===== src/rtl/term_redirect_unit_pkg.sv =====
// rtl/term_redirect_unit_pkg.sv - shared fetch front-end types and constants
package term_redirect_unit_pkg;

    localparam int ADDR_W = 16;
    localparam logic [ADDR_W-1:0] DEFAULT_RESET_PC = 16'h0200;

    typedef enum logic {
        FETCH     = 1'b0,
        WAIT_TERM = 1'b1
    } fe_state_t;

endpackage


===== src/rtl/term_redirect_unit_watchdog.sv =====
// rtl/term_redirect_unit_watchdog.sv - WAIT_TERM cycle counter, flags expiry after TIMEOUT_CYCLES waiting cycles
module term_watchdog #(
    parameter int TIMEOUT_CYCLES = 64
) (
    input  logic clk,
    input  logic rst,
    input  logic start,
    input  logic in_wait,
    output logic expire
);

    localparam logic [8:0] LIMIT = 9'(TIMEOUT_CYCLES);

    logic [7:0] cnt;

    always_ff @(posedge clk) begin
        if (rst || start) begin
            cnt <= '0;
        end else if (in_wait && cnt != 8'hFF) begin
            cnt <= cnt + 8'd1;
        end
    end

    // fires on the edge that would complete the TIMEOUT_CYCLES-th waiting cycle
    assign expire = in_wait && (({1'b0, cnt} + 9'd1) >= LIMIT);

endmodule


===== src/rtl/term_redirect_unit.sv =====
// rtl/term_redirect_unit.sv - fetch-address sequencer that halts on block terminators and redirects on resolution (option: TERM_TIMEOUT_EN)
module term_redirect_unit
    import term_redirect_unit_pkg::*;
#(
    parameter logic [ADDR_W-1:0] RESET_PC = DEFAULT_RESET_PC,
    parameter int FETCH_STRIDE = 1
`ifdef TERM_TIMEOUT_EN
    , parameter int TIMEOUT_CYCLES = 64
`endif
) (
    input  logic              clk,
    input  logic              rst,
    output logic [ADDR_W-1:0] fetch_addr,
    output logic              fetch_valid,
    input  logic              fetch_ready,
    input  logic              block_end,
    input  logic [ADDR_W-1:0] block_end_next,
    input  logic [ADDR_W-1:0] result_addr,
    input  logic              result_valid,
    output logic              result_ready,
    input  logic              term_failed,
    output logic              flush,
    output logic              waiting,
    output logic              timeout_err
);

    fe_state_t         state, state_n;
    logic [ADDR_W-1:0] pc, pc_n;
    logic [ADDR_W-1:0] fallthrough, fallthrough_n;
    logic              flush_q, flush_n;
    logic              wd_start;
    logic              wd_expire;

    always_ff @(posedge clk) begin
        if (rst) begin
            state       <= FETCH;
            pc          <= RESET_PC;
            fallthrough <= '0;
            flush_q     <= 1'b0;
        end else begin
            state       <= state_n;
            pc          <= pc_n;
            fallthrough <= fallthrough_n;
            flush_q     <= flush_n;
        end
    end

    always_comb begin
        state_n       = state;
        pc_n          = pc;
        fallthrough_n = fallthrough;
        flush_n       = 1'b0;
        wd_start      = 1'b0;
        case (state)
            FETCH: begin
                if (fetch_ready) begin
                    pc_n = pc + ADDR_W'(FETCH_STRIDE);
                    if (block_end) begin
                        fallthrough_n = block_end_next;
                        state_n       = WAIT_TERM;
                        wd_start      = 1'b1;
                    end
                end
            end
            WAIT_TERM: begin
                // a taken target outranks a not-taken report or a watchdog expiry
                if (result_valid) begin
                    pc_n    = result_addr;
                    state_n = FETCH;
                    flush_n = 1'b1;
                end else if (term_failed || wd_expire) begin
                    pc_n    = fallthrough;
                    state_n = FETCH;
                    flush_n = 1'b1;
                end
            end
            default: state_n = FETCH;
        endcase
    end

    assign fetch_addr   = pc;
    assign fetch_valid  = (state == FETCH);
    assign result_ready = (state == WAIT_TERM);
    assign waiting      = (state == WAIT_TERM);
    assign flush        = flush_q;

`ifdef TERM_TIMEOUT_EN
    logic err_q;

    term_watchdog #(
        .TIMEOUT_CYCLES(TIMEOUT_CYCLES)
    ) u_watchdog (
        .clk     (clk),
        .rst     (rst),
        .start   (wd_start),
        .in_wait (state == WAIT_TERM),
        .expire  (wd_expire)
    );

    always_ff @(posedge clk) begin
        if (rst) begin
            err_q <= 1'b0;
        end else if (state == WAIT_TERM && wd_expire && !result_valid && !term_failed) begin
            err_q <= 1'b1;
        end
    end

    assign timeout_err = err_q;
`else
    logic unused_wd_start;
    assign unused_wd_start = wd_start;
    assign wd_expire       = 1'b0;
    assign timeout_err     = 1'b0;
`endif

endmodule


===== config.mk =====
export PLATFORM = sky130hd
export DESIGN_NAME = term_redirect_unit
export DESIGN_NICKNAME = d
export VERILOG_FILES = /design/src/rtl/term_redirect_unit_pkg.sv /design/src/rtl/term_redirect_unit_watchdog.sv /design/src/rtl/term_redirect_unit.sv
export SDC_FILE = /design/constraint.sdc
export NUM_CORES = 1
export LEC_CHECK = 0
export ABC_AREA = 1
export CAP_MARGIN = 20
export CORE_MARGIN = 3
export CORE_UTILIZATION = 35
export DETAILED_ROUTE_END_ITERATION = 12
export HOLD_SLACK_MARGIN = 0.1
export PLACE_DENSITY = 0.6
export SLEW_MARGIN = 40
export SYNTH_ARGS = -nofsm -noshare
export SYNTH_HDL_FRONTEND = slang
export SYNTH_SLANG_ARGS = --single-unit

===== constraint.sdc =====
create_clock -name clk -period 1.8 [get_ports clk]
set_clock_uncertainty 0.15 [all_clocks]
set_input_delay 0.18 -clock clk [delete_from_list [all_inputs] [get_ports clk]]
set_output_delay 0.18 -clock clk [all_outputs]
set_load 0.1 [all_outputs]

==> impl_results.md <==
- Status: finished, final reports clean
- Largest family of logic cells by synthesized area: simple AND/OR/NAND/NOR gates
- Post-synthesis adder-cell area fraction: 0.667%
- Internal: 1.36 mW
- Mux share of post-synthesis cell area: 0%
- Detailed Routing Iterations Pass 1: 4
- IO Pins: 59
- Iter 0 DRT Violations: 179
- Final ANT Viol Nets: 0
- Vias: 2041
- Post-Syn Area per Cell: 6.45 um2
- Max cap viols: 0
- Area Growth Syn to Fin: 50.6%
- Count leader, synth: nor2_1
- Setup Crit Path Kind: register to register
- Post-synthesis register bit count: 34
- Die width: 79.2 um
- Worst-Skew Late Latency: between 0.2 and 0.3 ns
- Clock buffer count from CTS: 5
- Share of layout cells above drive strength 1: a little under a fifth
- Num rows: 26
- Clock sink count: 34
- Nets@finish: 389
- Pwr Total: approximately 2.1 mW
- Hold path depth: 2
- DP Area: 2750 um2
- Leakage power: about 1.1 nW
- Setup crit end kind: register
- Synth Flop Type: dfxtp_1
- Final Hold Vio Count: 0
- Grt total ovfl: 0
- Clock Power Share: around 25%
- Largest net degree at the start of global routing: 22
- # fillers: ~530
- Port buffer count: 57
- Crit path DAT: 1.58 ns
- Net Sw Frac: 35.5%
- RSZ-0062 raised after global routing: false
- CP Data Required Time: 1.85 ns
- PD cells: 745 nW/um2
- CORE AREA: 5140 um2
- Final min period: between 1.5 and 2 ns
- Final instance area: around 2800 um2
- Ys async rst share: 0%
- H-tree levels: 2
- Cells after synthesis: roughly 290
- Clock tree buffer depth: 2
- Min Hold Slack: about 0.31 ns
- Die ar.: 6270 um2
- Global routing's busiest layer: met2
- Fin. max-slew vios: 0
- R2R depth: 7
- Ranking of synthesized cells by area: dfxtp_1 (36%), nor2_1 (11%), o21ai_0 (10%)
- Initial Utilization: 36.5%
- Gate power share: between 30% and 40%
- Simple-gate share of the synthesized area: 31.1%
- Seq pwr share: 42.3%
- Final setup fails: 0
- Postcts setup bufs: 0
- DRC violations left: 0
- Critical Path Start Type: register
- GR Util met3: under 10%
- Dpl cells: just over 400
- Via density per instance: 4.86
- Die Ht: 79.2 um
- GRT Total Usage: 17.0%
- Routed wire per std cell: 12.2 um
- Worst-path clk slew: 0.07 ns
- Worst Path Max Fanout: 7
- First-pass GRT wire length: around 8.5 mm
- Xor/xnor cell area share of the yosys netlist: 0.467%
- Final Cycle Share: a little over four fifths
- Gp weighted congestion: 0.813
- Met1 usage: 22.2%
- # diodes: 0
- Synth Area in Compound Gates: 21.7%
- Root buffer cell: clkbuf_8
- Sequential area share after synthesis: 36.3%
- Non-filler instance count after layout: 420
- Psw: 0.746 mW
- Antenna violations before repair: 0
- Hold-fix buffers at CTS: 0
- DP HPWL: 4.05 mm
- FMAX: around 0.66 GHz
- Synth top area share: 36.3%
- EDFF count, synth: 0
- VDD IR max: 0.000473 V
- Synth Cell Area: roughly 1900 um2
- Vias in the first global route: about 1900
- Syn nets: 330
- Synth area leader: dfxtp_1
- Min-delay worst type: register to register
- Total wire length: 5.12 mm
- Cts repair resizes: 0
- TritonCTS clock tree: done
- Ys Warns: 0
- Met2 Usage GRT: 27.1%
- Post-synth top cells: nor2_1 (57), nand2_1 (52), o21ai_0 (39)
- Setup TNS: 0 ns
- Cell variety after synth: 27
state kept, by name, summed over array words and instances (netlist names):
| register | flops |
|---|---|
| flush | 1 |
| result_ready | 1 |
| fetch_addr | 16 |
| fallthrough | 16 |
kinds of logic after synthesis:
family	after synthesis
buf+inv	39
fa+ha+maj	1
flops	34
compound gates	78
other cells	1
simple gates	137
xor+xnor	1
worst max-delay path: stages (launching register included):
cell	delay (ns)
dfxtp_4	0.39
ha_1	0.20
nand3_1	0.16
nor2_4	0.19
nand3_1	0.09
nand2_1	0.06
nand3_1	0.06
a21oi_1	0.14
final cells by class:
cell class	instances	area [um2]	area share [%]
Timing Repair Buffer	68	853	30.2
Sequential cell	34	706	25.0
Clock buffer	7	76.3	2.70
Tap cell	70	87.6	3.10
Inverter	23	86.3	3.06
Multi-Input combinational cell	218	1010	35.9
layer usage:
metal / wire (um) / vias up
met5: 0 / -
met4: 85 / 0
met3: 393 / 7
met2: 2290 / 75
met1: 2350 / 893
li1: - / 1066
power groups by stage:
stage	combinational, mW	clock [mW]	sequential (mW)
5_1_grt	0.740	0.556	0.898
3_5_place_dp	0.693	0	0.906
2_1_floorplan	0.213	0	1.09
6_report	0.692	0.523	0.889
4_1_cts	0.695	0.530	0.889
3_3_place_gp	0.691	0	0.905
cell usage in the layout, fill, tap and decap left out, types with 14 or more instances in the layout:
cell / count
a21oi_1: 26
buf_12: 20
clkdlybuf4s50_1: 37
dfxtp_1: 18
dfxtp_2: 14
inv_1: 19
nand2_1: 52
nand3_1: 14
nor2_1: 57
o21ai_0: 39
path summary, 6_finish.rpt:
kind | start | end | slack (ns)
setup / recovery | fetch_addr[1] | fetch_addr[12] | 0.28
setup reg to reg | fetch_addr[1] | fetch_addr[12] | 0.28
hold / removal | fallthrough[2] | fallthrough[2] | 0.31
hold reg to reg | fallthrough[2] | fallthrough[2] | 0.31
stage by stage:
stage	util [%]	worst slack, ns
2_1_floorplan	-	0.0499
3_3_place_gp	53.5	0.0919
3_5_place_dp	53.5	0.0733
4_1_cts	54.9	0.258
5_1_grt	54.9	0.0893
6_report	54.9	0.278
Note: power is estimated with default switching activity, not from simulation.
